===== src/rtl/codec_pkg.sv =====
// Shared constants, FSM state type and word-packing helper for the codec control port.
package codec_pkg;

    localparam int unsigned ADDR_W_DEF = 7;
    localparam int unsigned DATA_W_DEF = 9;
    localparam int unsigned WORD_W     = ADDR_W_DEF + DATA_W_DEF;

    // WM8731 register map (subset used by init tables and runtime control)
    localparam logic [6:0] R_LINVOL = 7'h00;
    localparam logic [6:0] R_HPVOL  = 7'h02;
    localparam logic [6:0] R_APATH  = 7'h04;
    localparam logic [6:0] R_DPATH  = 7'h05;
    localparam logic [6:0] R_PWR    = 7'h06;
    localparam logic [6:0] R_IFACE  = 7'h07;
    localparam logic [6:0] R_SAMPLE = 7'h08;
    localparam logic [6:0] R_ACTIVE = 7'h09;
    localparam logic [6:0] R_RESET  = 7'h0F;

    typedef enum logic [1:0] {
        ST_IDLE,
        ST_LOAD,
        ST_SHIFT,
        ST_GAP
    } seq_state_e;

    function automatic logic [WORD_W-1:0] pack_word(input logic [ADDR_W_DEF-1:0] addr,
                                                    input logic [DATA_W_DEF-1:0] data);
        return {addr, data};
    endfunction

endpackage


===== src/rtl/codec_spi_tx.sv =====
// SPI word transmitter: drops CS on load, clocks WORD_W bits MSB first, raises CS after the
// last falling SCK edge. CS low lasts 1 + 2*CLK_DIV*WORD_W cycles.
module codec_spi_tx #(
    parameter int unsigned WORD_W  = 16,
    parameter int unsigned CLK_DIV = 4
) (
    input  logic              clk,
    input  logic              reset,
    input  logic              load_i,
    input  logic [WORD_W-1:0] word_i,
    output logic              cs_o,
    output logic              sck_o,
    output logic              mosi_o,
    output logic              done_o
);

    localparam int unsigned DIV_W = $clog2(CLK_DIV + 1);
    localparam int unsigned BIT_W = (WORD_W > 1) ? $clog2(WORD_W) : 1;
    localparam logic [DIV_W-1:0] DIV_FIRST = DIV_W'(CLK_DIV);
    localparam logic [DIV_W-1:0] DIV_HALF  = DIV_W'(CLK_DIV - 1);
    localparam logic [BIT_W-1:0] BIT_LAST  = BIT_W'(WORD_W - 1);

    logic [WORD_W-1:0] shreg_q, shreg_d;
    logic [DIV_W-1:0]  div_q, div_d;
    logic [BIT_W-1:0]  bit_q, bit_d;
    logic              cs_q, cs_d;
    logic              sck_q, sck_d;
    logic              mosi_q, mosi_d;
    logic              tick;

    // The load cycle is folded into the first low half (div starts at CLK_DIV, not CLK_DIV-1)
    assign tick   = !cs_q && (div_q == '0);
    assign done_o = tick && sck_q && (bit_q == BIT_LAST);
    assign cs_o   = cs_q;
    assign sck_o  = sck_q;
    assign mosi_o = mosi_q;

    // Next-state for divider, bit counter, shift register and pins
    always_comb begin
        shreg_d = shreg_q;
        div_d   = div_q;
        bit_d   = bit_q;
        cs_d    = cs_q;
        sck_d   = sck_q;
        mosi_d  = mosi_q;
        if (load_i) begin
            cs_d    = 1'b0;
            sck_d   = 1'b0;
            shreg_d = word_i;
            mosi_d  = word_i[WORD_W-1];
            div_d   = DIV_FIRST;
            bit_d   = '0;
        end else if (tick) begin
            div_d = DIV_HALF;
            if (!sck_q) begin
                sck_d = 1'b1;
            end else begin
                sck_d = 1'b0;
                if (bit_q == BIT_LAST) begin
                    cs_d   = 1'b1;
                    mosi_d = 1'b0;
                end else begin
                    shreg_d = shreg_q << 1;
                    mosi_d  = shreg_q[WORD_W-2];
                    bit_d   = bit_q + 1'b1;
                end
            end
        end else if (!cs_q) begin
            div_d = div_q - 1'b1;
        end
    end

    // Pin and counter registers; reset forces idle pins and discards a partial word
    always_ff @(posedge clk) begin
        if (reset) begin
            shreg_q <= '0;
            div_q   <= '0;
            bit_q   <= '0;
            cs_q    <= 1'b1;
            sck_q   <= 1'b0;
            mosi_q  <= 1'b0;
        end else begin
            shreg_q <= shreg_d;
            div_q   <= div_d;
            bit_q   <= bit_d;
            cs_q    <= cs_d;
            sck_q   <= sck_d;
            mosi_q  <= mosi_d;
        end
    end

endmodule


===== src/rtl/codec_reg_sequencer.sv =====
// Codec control-port sequencer: streams the init table after reset/reinit, then serves
// runtime register writes over a valid/ready handshake.
module codec_reg_sequencer #(
    parameter int unsigned ADDR_W     = 7,
    parameter int unsigned DATA_W     = 9,
    parameter int unsigned NUM_INIT   = 11,
    parameter logic [NUM_INIT*(ADDR_W+DATA_W)-1:0] INIT_TABLE = '0,
    parameter int unsigned CLK_DIV    = 4,
    parameter int unsigned GAP_CYCLES = 8,
    parameter bit          AUTO_START = 1'b1
) (
    input  logic              clk,
    input  logic              reset,
    input  logic              reinit,
    input  logic              wr_valid,
    output logic              wr_ready,
    input  logic [ADDR_W-1:0] wr_addr,
    input  logic [DATA_W-1:0] wr_data,
    output logic              busy,
    output logic              init_done,
    output logic [7:0]        init_index,
    output logic              spi_cs,
    output logic              spi_sck,
    output logic              spi_mosi
);

    import codec_pkg::*;

    localparam int unsigned TX_W  = ADDR_W + DATA_W;
    localparam int unsigned GAP_W = (GAP_CYCLES > 1) ? $clog2(GAP_CYCLES) : 1;
    localparam logic [GAP_W-1:0] GAP_LOAD = GAP_W'(GAP_CYCLES - 1);
    localparam logic [7:0]       LAST     = 8'(NUM_INIT);

    seq_state_e        state_q, state_d;
    logic [7:0]        index_q, index_d, next_idx;
    logic              done_q, done_d;
    logic              run_q, run_d;
    logic              cur_init_q, cur_init_d;
    logic [GAP_W-1:0]  gap_q, gap_d;
    logic              tx_load, tx_done, wr_accept;
    logic [TX_W-1:0]   tx_word;

    function automatic logic [TX_W-1:0] table_entry(input logic [7:0] idx);
        logic [TX_W-1:0] result;
        result = '0;
        for (int unsigned i = 0; i < NUM_INIT; i++) begin
            if (idx == 8'(i)) result = INIT_TABLE[i*TX_W +: TX_W];
        end
        return result;
    endfunction

    assign wr_ready   = (state_q == ST_IDLE) && done_q && !reinit;
    assign wr_accept  = wr_valid && wr_ready;
    assign busy       = (state_q != ST_IDLE);
    assign init_done  = done_q;
    assign init_index = index_q;

    // Next-state, table index and handshake decisions
    // reinit is folded in last: it restarts the table but never cuts a word already in flight,
    // and a word in flight when it arrives no longer advances the index
    always_comb begin
        state_d    = state_q;
        index_d    = index_q;
        done_d     = done_q;
        run_d      = run_q;
        cur_init_d = cur_init_q;
        gap_d      = gap_q;
        tx_load    = 1'b0;
        tx_word    = '0;
        next_idx   = index_q;
        unique case (state_q)
            ST_IDLE: begin
                if (run_q) begin
                    next_idx   = reinit ? 8'd0 : index_q;
                    tx_load    = 1'b1;
                    tx_word    = table_entry(next_idx);
                    cur_init_d = 1'b1;
                    state_d    = ST_LOAD;
                end else if (wr_accept) begin
                    tx_load    = 1'b1;
                    tx_word    = {wr_addr, wr_data};
                    cur_init_d = 1'b0;
                    state_d    = ST_LOAD;
                end
            end
            ST_LOAD: state_d = ST_SHIFT;
            ST_SHIFT: begin
                if (tx_done) begin
                    gap_d   = GAP_LOAD;
                    state_d = ST_GAP;
                end
            end
            ST_GAP: begin
                if (gap_q != '0) begin
                    gap_d = gap_q - 1'b1;
                end else if (cur_init_q && !reinit && (index_q + 8'd1 == LAST)) begin
                    index_d = LAST;
                    done_d  = 1'b1;
                    run_d   = 1'b0;
                    state_d = ST_IDLE;
                end else if (run_q || reinit) begin
                    next_idx   = reinit ? 8'd0 : (cur_init_q ? index_q + 8'd1 : index_q);
                    index_d    = next_idx;
                    tx_load    = 1'b1;
                    tx_word    = table_entry(next_idx);
                    cur_init_d = 1'b1;
                    state_d    = ST_LOAD;
                end else begin
                    state_d = ST_IDLE;
                end
            end
            default: state_d = ST_IDLE;
        endcase
        if (reinit) begin
            done_d  = 1'b0;
            run_d   = 1'b1;
            index_d = '0;
            if (!tx_load) cur_init_d = 1'b0;
        end
    end

    // Sequencer state registers
    always_ff @(posedge clk) begin
        if (reset) begin
            state_q    <= ST_IDLE;
            index_q    <= '0;
            done_q     <= 1'b0;
            run_q      <= AUTO_START;
            cur_init_q <= 1'b0;
            gap_q      <= '0;
        end else begin
            state_q    <= state_d;
            index_q    <= index_d;
            done_q     <= done_d;
            run_q      <= run_d;
            cur_init_q <= cur_init_d;
            gap_q      <= gap_d;
        end
    end

    codec_spi_tx #(
        .WORD_W  (TX_W),
        .CLK_DIV (CLK_DIV)
    ) u_tx (
        .clk    (clk),
        .reset  (reset),
        .load_i (tx_load),
        .word_i (tx_word),
        .cs_o   (spi_cs),
        .sck_o  (spi_sck),
        .mosi_o (spi_mosi),
        .done_o (tx_done)
    );

endmodule


===== config.mk =====
export PLATFORM = sky130hd
export DESIGN_NAME = codec_reg_sequencer
export DESIGN_NICKNAME = d
export VERILOG_FILES = /design/src/rtl/codec_pkg.sv /design/src/rtl/codec_spi_tx.sv /design/src/rtl/codec_reg_sequencer.sv
export SDC_FILE = /design/constraint.sdc
export NUM_CORES = 1
export LEC_CHECK = 0
export ABC_AREA = 1
export BUFFER_PORTS_ARGS = -buffer_cell sky130_fd_sc_hd__buf_2
export CORE_MARGIN = 5
export CORE_UTILIZATION = 55
export CTS_CLUSTER_SIZE = 30
export DETAILED_ROUTE_END_ITERATION = 10
export GPL_ROUTABILITY_DRIVEN = 0
export PLACE_DENSITY = 0.77
export SLEW_MARGIN = 40
export SYNTH_ARGS = -nofsm -noshare
export SYNTH_HDL_FRONTEND = slang
export SYNTH_HIERARCHICAL = 1
export SYNTH_SLANG_ARGS = --single-unit
export TNS_END_PERCENT = 50

===== constraint.sdc =====
create_clock -name clk -period 2.9 [get_ports clk]
set_input_delay 0.145 -clock clk [delete_from_list [all_inputs] [get_ports clk]]
set_output_delay 0.145 -clock clk [all_outputs]
set_load 0.02 [all_outputs]

Word level (Yosys, flattened, before mapping)
Index checks and enable logic that the tools add are counted.

Register bits: 41. Logic and storage cells: 108. Input port bits: 20. Output and inout port bits: 14.

$add $sub $neg: 4. Bitwise logic cells: 2. Reductions and logical operators: 31. Equality and inequality tests: 12. Mux-type cells: 46.

Operators with widths (count): 15-bit two-way mux (4); 16-bit two-way mux (3); 8-bit two-way mux (3); 1-bit two-way mux (23); 3-bit AND reduction (6); 3-bit two-way mux (5); 2-bit nonzero test (7); 2-bit != test (second input constant) (5); 8-bit by 1-bit adder with 8-bit output (second input constant) (1); 8-bit by 4-bit == test with 1-bit output (second input constant) (1); 1-bit logical AND (8); 2-bit two-way mux (4); 2-bit one-hot mux with 4 select lines (1); 3-bit != test (second input constant) (2); 3-bit one-hot mux with 2 select lines (1); 3-bit by 1-bit subtractor with 3-bit output (second input constant) (2); 4-bit by 1-bit adder with 4-bit output (second input constant) (1); 2-bit == test (second input constant) (2); 4-bit == test (second input constant) (1); 1-bit one-hot mux with 2 select lines (2); 4-bit AND reduction (1); 2-bit OR reduction (2); 3-bit zero test (1); 3-bit nonzero test (1); 6 further kinds (8).

Longest topological paths before layout
Gate-level depths: netlist of run 1.

Depth in word-level cells: 9. Gate-level depth with buffers: 19. Gate-level depth less buffers: 17.

Hierarchy
The synthesis of run 1 kept the hierarchy.

By module, submodules not included: codec_spi_tx (cells each 185, seq. area each 500.5 um2, area an instance 1308.8 um2, times used 1); codec_reg_sequencer (cells each 192, seq. area each 320.3 um2, area an instance 1167.4 um2, times used 1).

Least setup slack after synthesis of run 1
No wires, ideal clock.

Path kind: flip-flop to flip-flop. From: reg state_q[0]. To: reg u_tx.shreg_q[10]. Setup slack: 0.351 ns. Data required time: 2.830 ns. Path buffers: 2. Setup time: 0.070 ns. Clock period less this slack: 2.549 ns. Cell stages (with the launch flop): 17. Arrival time: 2.478 ns. Cells stage by stage: dfxtp_1 -> inv_1 -> ha_1 -> inv_1 -> nor3_1 -> nand2_1 -> nand2_1 -> inv_1 -> nand2_1 -> nand2_1 -> inv_1 -> buf_6 -> inv_4 -> nand2_2 -> buf_4 -> nand4_1 -> a21oi_1.

Word-level cells in the longest chain between the ends: 9. Elaborated cells between the ends (all ways): 16. Classes of those cells: eq/ne: 2; mux: 7; reduce/logical: 7.

RTL lines: start, declared (line codec_reg_sequencer.sv:34) `seq_state_e state_q, state_d;`; start signal, assigned (line codec_reg_sequencer.sv:132) `state_q <= state_d;`; 2-bit zero test (*); 1-bit logical AND (*) (2 in series) (line codec_reg_sequencer.sv:52) `assign wr_ready = (state_q == ST_IDLE) && done_q && !reinit;`; via wr_ready (line codec_reg_sequencer.sv:16) `output logic wr_ready,`; 1-bit logical AND (*) (line codec_reg_sequencer.sv:53) `assign wr_accept = wr_valid && wr_ready;`; 1-bit two-way mux (*) (line codec_reg_sequencer.sv:79) `end else if (wr_accept) begin`; 1-bit two-way mux (*) (line codec_reg_sequencer.sv:73) `if (run_q) begin`; 1-bit one-hot mux with 2 select lines (*) (line codec_reg_sequencer.sv:71) `unique case (state_q)`; via tx_load (line codec_reg_sequencer.sv:40) `logic tx_load, tx_done, wr_accept;`; 2-bit != test (no line) / 2-bit nonzero test (equally long branches); 3-bit AND reduction (no line); end signal, assigned (line codec_spi_tx.sv:83) `shreg_q <= shreg_d;`; end, declared (line codec_spi_tx.sv:23) `logic [WORD_W-1:0] shreg_q, shreg_d;`.

The timed path passes the listed nets; every way through them passes the cells marked *. A chain may end at the register's enable or synchronous reset.

Worst setup path after layout of run 1
From: reg index_q[1] (netlist: init_index[1]). To: reg u_tx.div_q[1].

Word-level cells in the longest chain between the ends: 7.

RTL lines: start, declared (line codec_reg_sequencer.sv:35) `logic [7:0] index_q, index_d, next_idx;`; start signal, assigned (line codec_reg_sequencer.sv:133) `index_q <= index_d;`; 8-bit by 1-bit adder with 8-bit output (line codec_reg_sequencer.sv:96) `end else if (cur_init_q && !reinit && (index_q + 8'd1 == LAST)) begin`; 8-bit by 4-bit == test with 1-bit output (line codec_reg_sequencer.sv:96); 1-bit logical AND (line codec_reg_sequencer.sv:96); 1-bit two-way mux (line codec_reg_sequencer.sv:96); 1-bit two-way mux (line codec_reg_sequencer.sv:94) `if (gap_q != '0) begin`; 1-bit one-hot mux with 2 select lines (line codec_reg_sequencer.sv:71); via tx_load (line codec_reg_sequencer.sv:40); 2-bit OR reduction (no line); end signal, assigned (line codec_spi_tx.sv:84) `div_q <= div_d;`; end, declared (line codec_spi_tx.sv:24) `logic [DIV_W-1:0] div_q, div_d;`.

The timed path passes the listed nets, and every way through them passes these cells.

==> impl_metrics.csv, run 1 <==
group,metric,value,unit
floorplan,rows,24,
cts,post_cts_buffers,0,
cells_and_area,most-common-layout-cells,"108 x nand2_1, 45 x nor2_1, 41 x dfxtp_1",
grt,grt_usage,18.66,%
synthesis,async_flop_share,0,%
cells_and_area,final_common_cell,"nand2_1",
cells_and_area,multi_input_area,1378,µm²
synthesis,ys_seq_area_share,33.15,%
power,clkPwrFrac,18.8,%
sta,slew_violations,0,
cts,clkSlewWorstSetupHoldPaths,0.08,ns
cells_and_area,final_cells,456,
floorplan,dieHeight,77.10,µm
synthesis,synthCells,377,
grt,grt_pass1_vias,2204,
floorplan,core-area,4354,µm²
cells_and_area,regArea,820.8,µm²
job,maxCapViolations,0,
grt,grt_pass1_wl,9.411,mm
sta,max_freq,410.5,MHz
synthesis,synth_fp_nets,408,
sta,slew_headroom,54.90,%
power,vdd.ir_drop.worst,0.5395,mV
cts,root_buffer,"clkbuf_8",
sta,worst_pin_slew,0.6740,ns
detailed_routing,drc_errors,0,
detailed_routing,vias,2370,
critical_path,cp_max_fo,18,
floorplan,die_area,5944,µm²
floorplan,start_util,56.87,%
synthesis,ys_ff_latch,41,
sta,rsz0062_at_grt,"no",
critical_path,critical_path_required,3.10,ns
grt,grt-ovfl-total,0,
synthesis,synth_warnings,6,
floorplan,io_pins,34,
detailed_routing,dr.pass1.iters,4,
critical_path,cp-startpoint,"init_index[1]",
cts,hold_buffers,0,
critical_path,reg2regPathDepth,14,
critical_path,cp.buffers_inverters,3,
power,seq_power_share,34.8,%
place,dp_hpwl,3.828,mm
cts,cts_buffer_depth,2,
power,switchingPower,0.9096,mW
critical_path,r2r-end,"u_tx/div_q[1]",
synthesis,avgSynthCellArea,6.568,µm²
sta,fin_crit_sh,84.01,%
critical_path,path_class,"register to register",
sta,min_period,2.436,ns
detailed_routing,viasPerCell,5.197,
place,portBuffers,33,
critical_path,cpPeakStageDelay,0.41,ns
min_path,whs_endpoint,"cur_init_q",
cts,h-tree-depth,2,
place,pre_cts_ws,0.4898,ns
synthesis,syn-cell-area,2476,µm²
cells_and_area,drive_above_1_share,14.36,%
sta,setup_ws,0.4638,ns
critical_path,cp-start-kind,"register",
synthesis,ys.flop_type,"dfxtp_1",
min_path,hold_path.class,"primary input to register",
grt,grt_max_degree,24,
sta,fin_tns_setup,0,ns
power,p_leak,1.148,nW
run_status,status,"complete, no violations",
detailed_routing,detail-route-antenna-nets,0,
place,dpl.cell_count,449,
critical_path,cp_slowest_cell,"dfxtp_1",
sta,whs,0.09890,ns
cells_and_area,antenna_cells,0,
sta,finalClockSkew,0.005795,ns
synthesis,ys_types,29,
power,switching_share,45.05,%
cts,cts.sinks,41,
cts,cts_buffers,5,
cells_and_area,fillers,426,
power,internal-power,1.110,mW
power,comb_power_share,46.3,%
detailed_routing,drt_iter0_markers,127,
critical_path,timing.critical_path.mode_cell,"nand2_1",
synthesis,synth-edff-count,0,
critical_path,endpoint_kind,"register",
critical_path,crit_family,"simple AND/OR/NAND/NOR gates",
min_path,whs_path_depth,2,
cts,cts_tree,"built",
critical_path,r2r_setup_slack,0.46,ns
sta,finalSetupViolCount,0,
power,p_per_area,748.5,nW/µm²
sta,hold_viol,0,
min_path,min-delay-start,"reinit",
cells_and_area,area_growth,8.944,%
detailed_routing,wire_per_inst,11.55,µm
floorplan,fp.dieW,77.10,µm
critical_path,arrival,2.64,ns
critical_path,crit_chain,"ha_1, nand3_1, o21ai_0, nand2_1, nor2_1, nand3_2, nand2_1, nand2_1, nand2_1, inv_1, buf_4, nor2_2, inv_1, a221oi_1",
cts,cts-resized-gates,0,
grt,antenna_found_initial,0,
detailed_routing,drt-total-wl,5.269,mm
cts,clk_latency,0.29,ns
critical_path,r2r_start,"init_index[1]",
cells_and_area,fin_nets,435,
cells_and_area,fin_util,61.95,%
==> cell families after synthesis <==
family	Yosys count	share of synthesized area (%)
fa+ha+maj	11	5.558
flops	41	33.15
xor+xnor	3	1.061
buf+inv	57	11.22
simple gates	211	37.49
compound gates	54	11.52
==> how the worst max path moves through the flow <==
stage / to / slack (ns) / cells past startpoint
3_3_place_gp: u_tx/div_q[1] / 0.58 / 14
5_1_grt: u_tx/shreg_q[3] / 0.17 / 16
2_1_floorplan: u_tx/shreg_q[10] / 0.35 / 16
3_5_place_dp: u_tx/div_q[1] / 0.49 / 14
6_report: u_tx/div_q[1] / 0.46 / 14
4_1_cts: u_tx/div_q[1] / 0.48 / 14
==> state kept, by name, summed over array words and instances, names as in the netlist, 2 cells and up <==
| signal | count |
|---|---|
| gap_q | 3 |
| state_q | 2 |
| u_tx/shreg_q | 15 |
| init_index | 8 |
| u_tx/bit_q | 4 |
| u_tx/div_q | 3 |
==> routing by layer <==
metal  part of all wire (%)  wire [µm]  vias up  track usage (%)
met4                   0.74         39        0            5.326
met3                    3.7        195        4            4.684
met2                     48       2526       36            31.58
met1                     48       2507     1063            23.35
li1                       -          -     1267                -
met5                      0          0        -                0
==> metrics by stage <==
stage               cell area (µm²)  total power, mW
global placement               2611            1.636
finish                         2698            2.019
CTS                            2698            2.029
global route                   2698            2.205
detailed placement             2611            1.645
floorplan                      2476            1.538
==> synthesized netlist by cell type, types with 4 or more instances <==
master / count / share of area, %
a21oi_1: 36 / 7.3
buf_2: 4 / 0.81
buf_4: 5 / 1.5
buf_6: 5 / 2.3
dfxtp_1: 41 / 33
ha_1: 11 / 5.6
inv_1: 38 / 5.8
nand2_1: 108 / 16
nand2_2: 5 / 1.3
nand3_1: 25 / 5.1
nand4_1: 16 / 4.0
nor2_1: 45 / 6.8
o21ai_0: 12 / 2.4
==> power by group through the flow <==
stage | clock (mW) | combinational [mW] | sequential, mW
CTS | 0.392 | 0.933 | 0.703
finish | 0.380 | 0.935 | 0.703
global placement | 0 | 0.923 | 0.713
detailed placement | 0 | 0.930 | 0.715
global route | 0.415 | 1.08 | 0.713
floorplan | 0 | 0.815 | 0.723
==> worst register-to-register path, cell delays in order (launching register included) <==
cell and delay, ns:
dfxtp_1 0.41, ha_1 0.23, nand3_1 0.13, o21ai_0 0.17, nand2_1 0.09, nor2_1 0.13, nand3_2 0.14, nand2_1 0.08
nand2_1 0.04, nand2_1 0.06, inv_1 0.07, buf_4 0.21, nor2_2 0.26, inv_1 0.10, a221oi_1 0.21
==> final cells by class <==
cell class,count,area share [%]
flip-flops and latches,41,30.43
repair buffers,37,7.236
clock buffers,7,3.200
inverters,40,5.659
well taps,52,2.412
multi-input cells,279,51.07
No activity file was read; power rests on OpenSTA's default activity.
==> run 2: changes to the inputs <==
Clock period 2.9 ns to 2.31 ns, I/O delays scaled along.
==> run 2 against run 1 <==
Against the previous run: fmax grew 14%; critical path depth grew 2; critical endpoint is now u_tx/shreg_q[13]; sequential power grew 26%; wire length grew 10%; flip-flop and latch count is the same.
==> impl_metrics.csv, run 2 (synthesized netlist as in run 1, its figures left out) <==
group,metric,value,unit
run_status,status,"complete, no violations",
cells_and_area,stdcell_area,2844,µm²
sta,min_period,2.135,ns
detailed_routing,detail-route-antenna-nets,0,
sta,finalSetupViolCount,0,
place,dp_hpwl,3.971,mm
cts,cts_tree,"built",
cells_and_area,final_common_cell,"nand2_1",
cts,cts_buffer_depth,2,
sta,slew_violations,0,
sta,fin_crit_sh,92.43,%
floorplan,io_pins,34,
critical_path,path_class,"register to register",
job,maxCapViolations,0,
critical_path,critical_path_required,2.47,ns
floorplan,core-area,4354,µm²
cts,root_buffer,"clkbuf_8",
cts,clk_latency,0.29,ns
cells_and_area,multi_input_area,1423,µm²
grt,antenna_found_initial,0,
cells_and_area,regArea,823.3,µm²
cts,cts.sinks,41,
floorplan,fp.dieW,77.10,µm
cts,clkSlewWorstSetupHoldPaths,0.08,ns
sta,slew_headroom,67.14,%
cells_and_area,drive_above_1_share,18.94,%
critical_path,cp-start-kind,"register",
min_path,min-delay-start,"reinit",
cells_and_area,area_growth,14.86,%
cells_and_area,antenna_cells,0,
cells_and_area,fin_util,65.32,%
power,vdd.ir_drop.worst,0.7061,mV
min_path,hold_path.class,"primary input to register",
cells_and_area,largest_reg_flops,15,
cts,hold_buffers,0,
grt,grt_usage,19.60,%
floorplan,die_area,5944,µm²
detailed_routing,drc_errors,0,
cts,h-tree-depth,2,
critical_path,arrival,2.30,ns
power,p_leak,1.201,nW
grt,grt_pass1_vias,2293,
detailed_routing,vias,2491,
grt,grt_pass1_wl,9.860,mm
place,portBuffers,33,
critical_path,cp-startpoint,"gap_q[0]",
sta,finalClockSkew,0.006090,ns
detailed_routing,drt-total-wl,5.812,mm
detailed_routing,viasPerCell,5.311,
critical_path,endpoint_kind,"register",
grt,grt_max_degree,24,
floorplan,dieHeight,77.10,µm
sta,hold_viol,0,
critical_path,cp_max_fo,23,
grt,grt-ovfl-total,0,
sta,max_freq,468.4,MHz
cells_and_area,fillers,387,
cells_and_area,regMostFlops,"u_tx/shreg_q",
detailed_routing,drt_iter0_markers,203,
place,postPlaceCellArea,2651,µm²
sta,worst_pin_slew,0.4929,ns
critical_path,r2r_start,"gap_q[0]",
detailed_routing,dr.pass1.iters,4,
power,p_per_area,984.1,nW/µm²
sta,whs,0.07314,ns
floorplan,start_util,56.87,%
cts,cts_buffers,5,
floorplan,rows,24,
cells_and_area,fin_nets,447,
detailed_routing,wire_per_inst,12.39,µm
cells_and_area,most-common-layout-cells,"108 x nand2_1, 45 x nor2_1, 39 x dfxtp_1",
-- run 2: cell type report --
type / instances / share of cell area (%)
Tap cell: 52 / 2.288
Timing Repair inverter: 1 / 0.1760
Timing Repair Buffer: 48 / 10.21
Clock inverter: 2 / 0.3520
Multi-Input combinational cell: 279 / 50.02
Inverter: 40 / 5.455
Sequential cell: 41 / 28.95
Clock buffer: 6 / 2.552
-- run 2: repair_timing --
action | 4_1_cts | 5_1_grt
endpoints found under the setup margin | 14 | 21
pin swaps | 0 | 1
gates cloned | 0 | 1
setup buffers | 0 | 8
gates resized for setup | 2 | 11
-- run 2: worst max-delay path, cell delays in order (launching register included) --
cell and delay, ns:
dfxtp_1 0.31, inv_1 0.10, ha_1 0.17, inv_1 0.04
nor2_1 0.18, nand2_1 0.14, nor2_1 0.18, nand2_1 0.08
nand2_1 0.06, nand2_1 0.07, inv_2 0.11, clkinv_4 0.11
buf_12 0.17, nand2_1 0.07, nand2_1 0.07, nand4_1 0.09
a21oi_1 0.06
-- run 2: stage by stage --
stage	instances	setup TNS, ns	power, mW	worst slack (ns)
finish	469	0	2.799	0.1749
global route	469	-0.01675	3.040	-0.006825
CTS	460	0	2.627	0.01790
detailed placement	452	-0.4712	2.154	-0.04727
global placement	452	0	2.124	0.05821
floorplan	377	0	1.932	0.02132
-- run 2: path summary, 6_finish.rpt --
path                      end  slack (ns)  depth (start not counted)
min reg2reg     u_tx/div_q[1]        0.48                          2
max          u_tx/shreg_q[13]        0.17                         16
max reg2reg  u_tx/shreg_q[13]        0.17                         16
min                cur_init_q        0.07                          2
-- run 2: where the power goes --
group	switching, mW	total, mW	internal, mW	leakage, nW
registers	0.0785	0.886	0.807	0.334
clock network	0.240	0.450	0.209	0.0450
logic	0.939	1.46	0.525	0.822
-- run 2: per-layer routing --
| layer | wire length (µm) | share of wire [%] | GRT usage [%] | up-vias |
|---|---|---|---|---|
| met4 | 80 | 1.4 | 5.498 | 0 |
| met2 | 2896 | 50 | 34.04 | 66 |
| met1 | 2491 | 43 | 23.76 | 1118 |
| met3 | 343 | 5.9 | 5.035 | 9 |
| li1 | - | - | - | 1298 |
| met5 | 0 | 0 | 0 | - |
